$ cat src/rtl/fifo_reader_pkg.sv
// fifo_reader_pkg: shared types for the burst FIFO reader.
//   fifo_reader_state_t : controller FSM states (ABORT only with FIFO_READER_TIMEOUT_EN)
//   SKID_DEPTH          : entries in the output skid buffer
//   skid_entry_t        : default buffered word {data, last}
package fifo_reader_pkg;

  localparam int SKID_DEPTH      = 2;
  localparam int SKID_DATA_WIDTH = 18;

  typedef enum logic [2:0] {
    ST_IDLE  = 3'd0,
    ST_READ  = 3'd1,
    ST_DRAIN = 3'd2,
    ST_DONE  = 3'd3
`ifdef FIFO_READER_TIMEOUT_EN
    , ST_ABORT = 3'd4
`endif
  } fifo_reader_state_t;

  typedef struct packed {
    logic [SKID_DATA_WIDTH-1:0] data;
    logic                       last;
  } skid_entry_t;

endpackage

$ cat src/rtl/fifo_reader_skid.sv
// fifo_reader_skid: 2-entry skid buffer, no knowledge of bursts.
//   clk_rd_i, rst_n_i : clock, async active-low reset
//   push_i/push_entry_i : write one entry (caller guarantees no overflow)
//   valid_o/ready_i/head_o : valid/ready output of the oldest entry
//   pop_o  : head accepted this cycle (valid_o && ready_i)
//   occ_o  : current occupancy 0..2
module fifo_reader_skid
  import fifo_reader_pkg::*;
#(
  parameter type entry_t = skid_entry_t
) (
  input  logic       clk_rd_i,
  input  logic       rst_n_i,
  input  logic       push_i,
  input  entry_t     push_entry_i,
  output logic       valid_o,
  input  logic       ready_i,
  output entry_t     head_o,
  output logic       pop_o,
  output logic [1:0] occ_o
);

  entry_t [SKID_DEPTH-1:0] mem_q;   // mem_q[0] is always the head
  logic   [1:0]            occ_q;

  assign valid_o = (occ_q != 2'd0);
  assign pop_o   = valid_o && ready_i;
  assign head_o  = mem_q[0];
  assign occ_o   = occ_q;

  always_ff @(posedge clk_rd_i or negedge rst_n_i) begin
    if (!rst_n_i) begin
      mem_q <= '0;
      occ_q <= 2'd0;
    end else begin
      case ({push_i, pop_o})
        2'b10: begin
          mem_q[occ_q[0]] <= push_entry_i;
          occ_q           <= occ_q + 2'd1;
        end
        2'b01: begin
          mem_q[0] <= mem_q[1];
          occ_q    <= occ_q - 2'd1;
        end
        2'b11: begin
          // occupancy unchanged; new word lands behind whatever remains
          if (occ_q == 2'd1) begin
            mem_q[0] <= push_entry_i;
          end else begin
            mem_q[0] <= mem_q[1];
            mem_q[1] <= push_entry_i;
          end
        end
        default: ;
      endcase
    end
  end

endmodule

$ cat src/rtl/fifo_reader.sv
// fifo_reader: drains a synchronous FIFO (1-cycle read latency) in bursts
// and presents the words as a valid/ready stream.
//   clk_rd_i, rst_n_i     : clock, async active-low reset
//   start_i, len_i        : burst command (accepted only in IDLE)
//   fifo_empty_i, fifo_data_i, rd_o, oe_o : FIFO read port
//   m_valid_o, m_ready_i, m_data_o, m_last_o : output stream
//   busy_o, done_o, err_o : status (err_o = sticky timeout abort)
// Optional macro FIFO_READER_TIMEOUT_EN adds an empty-FIFO timeout that
// aborts the burst; without it err_o is 0 and bursts wait indefinitely.
module fifo_reader
  import fifo_reader_pkg::*;
#(
  parameter int DATA_WIDTH     = 18,
  parameter int LEN_WIDTH      = 11,
  parameter int TIMEOUT_CYCLES = 256
) (
  input  logic                  clk_rd_i,
  input  logic                  rst_n_i,
  input  logic                  start_i,
  input  logic [LEN_WIDTH-1:0]  len_i,
  input  logic                  fifo_empty_i,
  input  logic [DATA_WIDTH-1:0] fifo_data_i,
  output logic                  rd_o,
  output logic                  oe_o,
  output logic                  m_valid_o,
  input  logic                  m_ready_i,
  output logic [DATA_WIDTH-1:0] m_data_o,
  output logic                  m_last_o,
  output logic                  busy_o,
  output logic                  done_o,
  output logic                  err_o
);

  typedef struct packed {
    logic [DATA_WIDTH-1:0] data;
    logic                  last;
  } entry_t;

  fifo_reader_state_t   state_q, state_d;
  logic [LEN_WIDTH-1:0] remain_q;
  logic                 infl_q;       // strobe issued last cycle, data arrives now
  logic                 infl_last_q;  // that strobe was the burst's final one
  logic [1:0]           occ;
  logic                 pop, skid_valid;
  entry_t               head, push_entry;
  logic [2:0]           credit_sum;
  logic                 credit_ok, drained;

  // Slots claimed after this cycle must stay below the buffer depth so the
  // word of a strobe issued now always has room when it returns.
  assign credit_sum = {1'b0, occ} + {2'b00, infl_q} - {2'b00, pop};
  assign credit_ok  = (credit_sum < 3'd2);
  assign rd_o       = (state_q == ST_READ) && !fifo_empty_i &&
                      (remain_q != '0) && credit_ok;

  // Empty after this cycle: lets done_o follow the final pop by one cycle.
  assign drained = !infl_q && ((occ == 2'd0) || (occ == 2'd1 && pop));

  assign push_entry = '{data: fifo_data_i, last: infl_last_q};

  fifo_reader_skid #(.entry_t(entry_t)) u_skid (
    .clk_rd_i     (clk_rd_i),
    .rst_n_i      (rst_n_i),
    .push_i       (infl_q),
    .push_entry_i (push_entry),
    .valid_o      (skid_valid),
    .ready_i      (m_ready_i),
    .head_o       (head),
    .pop_o        (pop),
    .occ_o        (occ)
  );

`ifdef FIFO_READER_TIMEOUT_EN
  localparam int CW = $clog2(TIMEOUT_CYCLES + 1);
  logic [CW-1:0] idle_cnt_q;
  logic          timeout_hit;
  logic          err_q;

  assign timeout_hit = (state_q == ST_READ) && fifo_empty_i &&
                       (idle_cnt_q == CW'(TIMEOUT_CYCLES - 1));

  always_ff @(posedge clk_rd_i or negedge rst_n_i) begin
    if (!rst_n_i) begin
      idle_cnt_q <= '0;
      err_q      <= 1'b0;
    end else begin
      // any non-empty cycle (and hence any strobe) restarts the count
      if (state_q != ST_READ || !fifo_empty_i) idle_cnt_q <= '0;
      else                                     idle_cnt_q <= idle_cnt_q + CW'(1);
      if (state_q == ST_IDLE && start_i)      err_q <= 1'b0;
      else if (state_d == ST_ABORT && state_q == ST_READ) err_q <= 1'b1;
    end
  end

  assign err_o = err_q;
  // An aborted burst never sees its final strobe, so the last word left
  // in the buffer is tagged instead.
  assign m_last_o = skid_valid &&
                    (head.last || (state_q == ST_ABORT && occ == 2'd1 && !infl_q));
`else
  // TIMEOUT_CYCLES has no effect in this build
  assign err_o    = 1'b0 & (TIMEOUT_CYCLES == 0);
  assign m_last_o = skid_valid && head.last;
`endif

  always_comb begin
    state_d = state_q;
    case (state_q)
      ST_IDLE:  if (start_i) state_d = (len_i == '0) ? ST_DONE : ST_READ;
      ST_READ: begin
        if (rd_o && remain_q == LEN_WIDTH'(1)) state_d = ST_DRAIN;
`ifdef FIFO_READER_TIMEOUT_EN
        else if (timeout_hit)                  state_d = ST_ABORT;
`endif
      end
      ST_DRAIN: if (drained) state_d = ST_DONE;
`ifdef FIFO_READER_TIMEOUT_EN
      ST_ABORT: if (drained) state_d = ST_DONE;
`endif
      ST_DONE:  state_d = ST_IDLE;
      default:  state_d = ST_IDLE;
    endcase
  end

  always_ff @(posedge clk_rd_i or negedge rst_n_i) begin
    if (!rst_n_i) begin
      state_q     <= ST_IDLE;
      remain_q    <= '0;
      infl_q      <= 1'b0;
      infl_last_q <= 1'b0;
    end else begin
      state_q     <= state_d;
      infl_q      <= rd_o;
      infl_last_q <= rd_o && (remain_q == LEN_WIDTH'(1));
      if (state_q == ST_IDLE && start_i) remain_q <= len_i;
      else if (rd_o)                     remain_q <= remain_q - LEN_WIDTH'(1);
    end
  end

  assign oe_o      = (state_q == ST_READ) || (state_q == ST_DRAIN);
  assign busy_o    = (state_q != ST_IDLE);
  assign done_o    = (state_q == ST_DONE);
  assign m_valid_o = skid_valid;
  assign m_data_o  = head.data;

endmodule

$ cat config.mk
export PLATFORM = sky130hd
export DESIGN_NAME = fifo_reader
export DESIGN_NICKNAME = d
export VERILOG_FILES = /design/src/rtl/fifo_reader_pkg.sv /design/src/rtl/fifo_reader_skid.sv /design/src/rtl/fifo_reader.sv
export SDC_FILE = /design/constraint.sdc
export NUM_CORES = 1
export LEC_CHECK = 0
export ABC_AREA = 1
export CAP_MARGIN = 10
export CORE_MARGIN = 4
export CORE_UTILIZATION = 57
export CTS_CLUSTER_DIAMETER = 30
export DETAILED_ROUTE_END_ITERATION = 6
export GPL_TIMING_DRIVEN = 1
export PLACE_DENSITY = 0.86
export SLEW_MARGIN = 20
export SYNTH_ARGS = -nofsm -noshare
export SYNTH_HDL_FRONTEND = slang
export SYNTH_SLANG_ARGS = --single-unit
$ cat constraint.sdc
create_clock -name clk_rd_i -period 6.2 [get_ports clk_rd_i]
set_clock_uncertainty 0.15 [all_clocks]
set_input_delay 0.62 -clock clk_rd_i [delete_from_list [all_inputs] [get_ports clk_rd_i]]
set_output_delay 0.62 -clock clk_rd_i [all_outputs]
set_load 0.02 [all_outputs]
# After elaboration in Yosys (flattened, before gate mapping)
# Cells that the tools add are included.
[word_totals]
word_cells = 70
reg_bits = 56
inputBits = 34
output_inout_bits = 25
[op_classes]
n_reduce_logical = 26
n_lt_le_gt_ge = 3
n_mux = 15
addsub = 5
n_eq_ne = 12
[ops]
columns = ["cell", "count"]
rows = [
  ["$mux 19", 3],
  ["$pmux 19 s3", 1],
  ["$bwmux 38", 1],
  ["$pmux 19 s2", 1],
  ["$mux 11", 2],
  ["$demux 19 s1", 1],
  ["$eq 11x1->1 const B", 1],
  ["$logic_not 11->1", 1],
  ["$reduce_bool 11->1", 1],
  ["$sub 11x1->11 const B", 1],
  ["$logic_and 1x1->1", 10],
  ["$mux 3", 3],
  ["$pmux 3 s3", 1],
  ["$ne 2x2->1 const B", 4],
  ["$reduce_bool 2->1", 4],
  ["$eq 3x2->1 const B", 2],
  ["$reduce_bool 3->1", 2],
  ["$eq 2x1->1 const B", 2],
  ["$eq 2x2->1 const B", 2],
  ["$pmux 2 s2", 1],
  ["$add 2x1->3", 1],
  ["$eq 3x1->1 const B", 1],
  ["$logic_not 3->1", 1],
  ["$lt 3x2->1 const B", 1],
  ["other kinds (11)", 13],
]

# Depth between registers and ports, before layout
[depth]
word_depth = 8
mapped_depth = 15
mapped_depth_nobuf = 15

# Modules after synthesis
# From an unflattened synthesis, not the netlist that was laid out.
[hier_totals]
hier_cells = 524
hier_area_um2 = 3718.6
[by_module_without_submodules]
columns = ["module", "area_each_um2", "n_inst", "cells_each", "seq_area_each_um2"]
rows = [
  ["fifo_reader_skid", 2484.9, 1, 355, 1001.0],
  ["fifo_reader", 1233.7, 1, 169, 375.4],
]

# Least setup slack after synthesis
# No wires, ideal clock.
[synth_path]
kind = "register -> output"
start = "register u_skid.occ_q[0], in the netlist u_skid.occ_o[0]"
end = "output port rd_o"
required_time_ns = 5.430
slack_ns = 3.335
path_buffers = 0
path_stages_with_launch = 12
arrival_ns = 2.095
cell_sequence = "dfrtp_1 inv_2 ha_1 inv_2 nand2_4 nand2_1 nand3_1 fa_1 nand3b_1 nor2_1 nand2_2 inv_1"
[synth_via]
elab_chain_len = 5
word_cells_on_any_way = 6
cone_classes = "2 x add/sub; 1 x order compare; 3 x reduce/logical"
[synth_lines]
columns = ["item", "line", "text"]
rows = [
  ["start: declaration", "fifo_reader_skid.sv:24", "logic [1:0] occ_q;"],
  ["start signal: assignment", "fifo_reader_skid.sv:39", "occ_q <= occ_q + 2'd1;"],
  ["start signal: assignment", "fifo_reader_skid.sv:43", "occ_q <= occ_q - 2'd1;"],
  ["$reduce_bool 2->1", "fifo_reader_skid.sv:26", "assign valid_o = (occ_q != 2'd0);"],
  ["via m_valid_o", "fifo_reader.sv:25", "output logic m_valid_o,"],
  ["$logic_and 1x1->1", "fifo_reader_skid.sv:27", "assign pop_o = valid_o && ready_i;"],
  ["$sub 3x1->3", "fifo_reader.sv:51", "assign credit_sum = {1'b0, occ} + {2'b00, infl_q} - {2'b00, pop};"],
  ["$lt 3x2->1", "fifo_reader.sv:52", "assign credit_ok = (credit_sum < 3'd2);"],
  ["$logic_and 1x1->1", "fifo_reader.sv:54", "(remain_q != '0) && credit_ok;"],
  ["end: declaration", "fifo_reader.sv:23", "output logic rd_o,"],
]
# The timed path passes the listed nets, and every way through them passes these cells.

# Final worst setup path
[layout_path]
start = "register u_skid.occ_q[0], in the netlist u_skid.occ_o[0]"
end = "output port rd_o"
[layout_via]
elab_chain_len = 5
word_cells_on_any_way = 6
cone_classes = "2 x add/sub; 1 x order compare; 3 x reduce/logical"
[layout_lines]
columns = ["item", "line"]
rows = [
  ["branches (longest 2 deep; another with $add 2x1->3)", "-"],
  ["$sub 3x1->3 *", "fifo_reader.sv:51"],
  ["$lt 3x2->1 *", "fifo_reader.sv:52"],
  ["$logic_and 1x1->1 *", "fifo_reader.sv:54"],
]
# Mark *: on every way between the ends.

==> results_dict.tcl <==
set metrics [dict create \
    syn_nets 458 \
    final_common_cell "nand2_1" \
    layout.cells.non_filler 520 \
    p_comb_share_pct 51.0 \
    seq_power_share_pct 35.5 \
    worst_pin_slew_ns 1.01 \
    port_buffers 57 \
    drt-total-wl_mm 6.72 \
    grt_first_pass_wirelength_mm 11.5 \
    cts_tree "built" \
    holdWs_ns 0.271 \
    leakagePower_nw 1.87 \
    clock-sinks 55 \
    fmax_mhz 262 \
    layout.area.seq_sq_um 1380 \
    power.share.clock_pct 13.5 \
    slew_violations 0 \
    clockBufferDepth 2 \
    dp_hpwl_mm 4.81 \
    h-tree-depth 2 \
    wl_per_cell_um 12.9 \
    switchingPower_w 0.000736 \
    path_cells "inv_2 > ha_1 > inv_2 > nand2_4 > nand2_1 > nand3_1 > fa_1 > nand3b_1 > nor2_1 > nand2_2 > inv_1 > clkdlybuf4s50_1" \
    vias_per_cell 5.08 \
    drc 0 \
    critical-path-top-delay-family "buffers and inverters" \
    antenna_found_initial 0 \
    synth_area_sq_um 3250 \
    path_common_cell "inv_2" \
    clk_pin_slew_ns 0.10 \
    multi_input_area_sq_um 1420 \
    fin_crit_ns 3.81 \
    fin_crit_sh_pct 61.5 \
    drt_iter0_markers 300 \
    synth_cell_types 33 \
    synth_area_leader_cell "dfrtp_1" \
    track_usage_pct 19.7 \
    setup_tns_ns 0 \
    swShare_pct 42.3 \
    fillers 470 \
    synth_top_cell_area_share_pct 42.4 \
    fin_area_sq_um 3810 \
    worst-setup-path-type "reg2out" \
    finalSetupViolCount 0 \
    rsz0062_at_grt "no" \
    synth_cells 414 \
    cts_hold_buf 0 \
    slew_headroom_pct 32.5 \
    nNetsFinal 492 \
    timing_hold_violations_final 0 \
    placed_cells 513 \
    mostFrequentLayoutCells "86 x nand2_1, 61 x inv_1, 56 x clkdlybuf4s50_1, 55 x dfrtp_1, 49 x nor2_1" \
    maxCapViolations 0 \
    crit_fanout 8 \
    drtAntennaViolNets 0 \
    clk_latency_ns 0.31 \
    ys_ff_latch 55 \
    critPathCaptureType "output port" \
    outcome "completed" \
    gp_congestion 0.805 \
    gr-total-overflow 0 \
    antenna_cells 0 \
    cts-buffers-inserted 5 \
    critPathBufInv 4 \
    drive_gt1_share_pct 9.82 \
    yosys-top-cells-area "dfrtp_1 42%, nand2_1 9.9%, inv_1 7.0%" \
    cts.repair.resized 0 \
    placed_cell_area_sq_um 3710 \
    cts_setup_buffers 0 \
    die_w_um 83.5 \
    crit_slowest_cell "clkdlybuf4s50_1" \
    holdCritPathClass "in2async" \
    start_kind "flop" \
    die_y_um 83.5 \
    die_area_sq_um 6970 \
    start_util_pct 59.0 \
    clock-root-buffer "clkbuf_8" \
    area_delta_synth_final_pct 17.4 \
    grt_pass1_vias 2581 \
    ys_warn_count 0 \
    ys_seq_area_share_pct 42.4 \
    first_pass_iters 4 \
    core.rowCount 27 \
    required_ns 5.43 \
    p_per_area_nw_per_um2 456 \
    syn_area_per_cell_sq_um 7.85 \
    fp.coreArea_sq_um 5510 \
    io_pins 59 \
    p_int_w 0.00100 \
    ir_drop_mv 0.263 \
    grt_max_degree 56 \
    max_stage_delay_ns 0.60 \
    arrival_ns 3.04 \
    vias 2641 \
]
==> final cells by class <==
cell class,instances,share of cell area [%]
multi-input combinational,263,37.2
timing repair buffer,59,15.2
inverter,64,6.30
clock buffer,5,1.80
sequential,55,36.1
tap,72,2.36
clock inverter,2,0.984
==> kinds of logic (layout without fill, tap and decap cells) <==
family	Yosys count	after routing	share of synthesized area (%)
other	1	1	0.115
AND/OR/NAND/NOR	170	170	22.9
multiplexers	4	4	1.39
XOR/XNOR	8	8	2.16
flip-flops	55	55	42.4
adder cells (fa/ha/maj)	10	10	4.08
buffers and inverters	96	130	13.9
AO/OA/AOI/OAI	70	70	13.0
==> power by group through the flow <==
stage	clock, W	combinational (W)	sequential [W]
5_1_grt	0.000253	0.00100	0.000637
3_5_place_dp	0	0.000891	0.000623
3_3_place_gp	0	0.000859	0.000614
4_1_cts	0.000235	0.000895	0.000617
2_1_floorplan	0	0.000712	0.000596
6_report	0.000235	0.000887	0.000618
==> synthesized netlist by cell type <==
master	number
a21oi_1	2
a21oi_2	1
a31oi_1	4
buf_2	7
buf_4	20
buf_6	1
clkbuf_1	3
clkbuf_2	1
conb_1	1
dfrtp_1	55
fa_1	1
ha_1	9
inv_1	61
inv_2	3
mux2_2	4
nand2_1	86
nand2_2	4
nand2_4	1
nand3_1	14
nand3_2	4
nand3b_1	2
nand4_1	1
nor2_1	49
nor2_2	4
nor2_4	3
o211ai_2	4
o21ai_0	21
o21ai_1	19
o21ai_2	4
o22ai_1	15
or2_2	2
xnor2_1	2
xor2_1	6
==> per-layer routing <==
metal / vias to the layer above / global-route usage [%] / share of wire [%]
li1: 1343 / - / -
met1: 1220 / 25.7 / 43
met2: 71 / 34.4 / 50
met3: 7 / 3.85 / 5.6
met4: 0 / 3.95 / 0.92
met5: - / 0 / 0
==> state kept, by name (all words and copies together) (netlist names) <==
| register | flops |
|---|---|
| u_skid.mem_q | 19 |
| u_skid.occ_o | 2 |
| remain_q | 11 |
| state_q | 2 |
| u_skid.head_o | 19 |
| infl_q | 1 |
| infl_last_q | 1 |
==> path summary, 6_finish.rpt <==
| path | start | to | slack, ns | depth (start not counted) |
|---|---|---|---|---|
| setup / recovery | u_skid.occ_o[0]$_DFFE_PN0P_ | rd_o | 2.39 | 12 |
| hold / removal | rst_n_i | u_skid.mem_q[33]$_DFFE_PN0P_ | 0.27 | 2 |
| setup reg to reg | u_skid.occ_o[0]$_DFFE_PN0P_ | remain_q[9]$_DFFE_PN0P_ | 3.32 | 14 |
| hold reg to reg | u_skid.mem_q[29]$_DFFE_PN0P_ | u_skid.mem_q[29]$_DFFE_PN0P_ | 0.35 | 2 |
| max in group asynchronous | rst_n_i | u_skid.occ_o[0]$_DFFE_PN0P_ | 5.16 | 2 |
| min in group clk_rd_i | u_skid.mem_q[29]$_DFFE_PN0P_ | u_skid.mem_q[29]$_DFFE_PN0P_ | 0.35 | 2 |
==> per-stage QoR <==
stage | power (W) | setup WS (ns) | utilization (%)
2_1_floorplan | 0.00131 | 3.33 | -
3_3_place_gp | 0.00147 | 2.46 | 67.3
3_5_place_dp | 0.00151 | 2.44 | 67.3
4_1_cts | 0.00175 | 2.37 | 69.3
5_1_grt | 0.00189 | 2.19 | 69.3
6_report | 0.00174 | 2.39 | 69.3
==> worst register-to-register path, cell delays in order (launching register included) <==
cell,delay [ns]
dfrtp_1,0.49
inv_2,0.08
ha_1,0.23
inv_2,0.09
nand2_4,0.09
nand2_1,0.13
nand3_1,0.11
fa_1,0.50
nand3b_1,0.07
nor2_1,0.17
nand2_2,0.10
nand2_2,0.26
inv_1,0.15
nand2_1,0.09
nand3_1,0.07
Power figures use the tool's default switching activity.
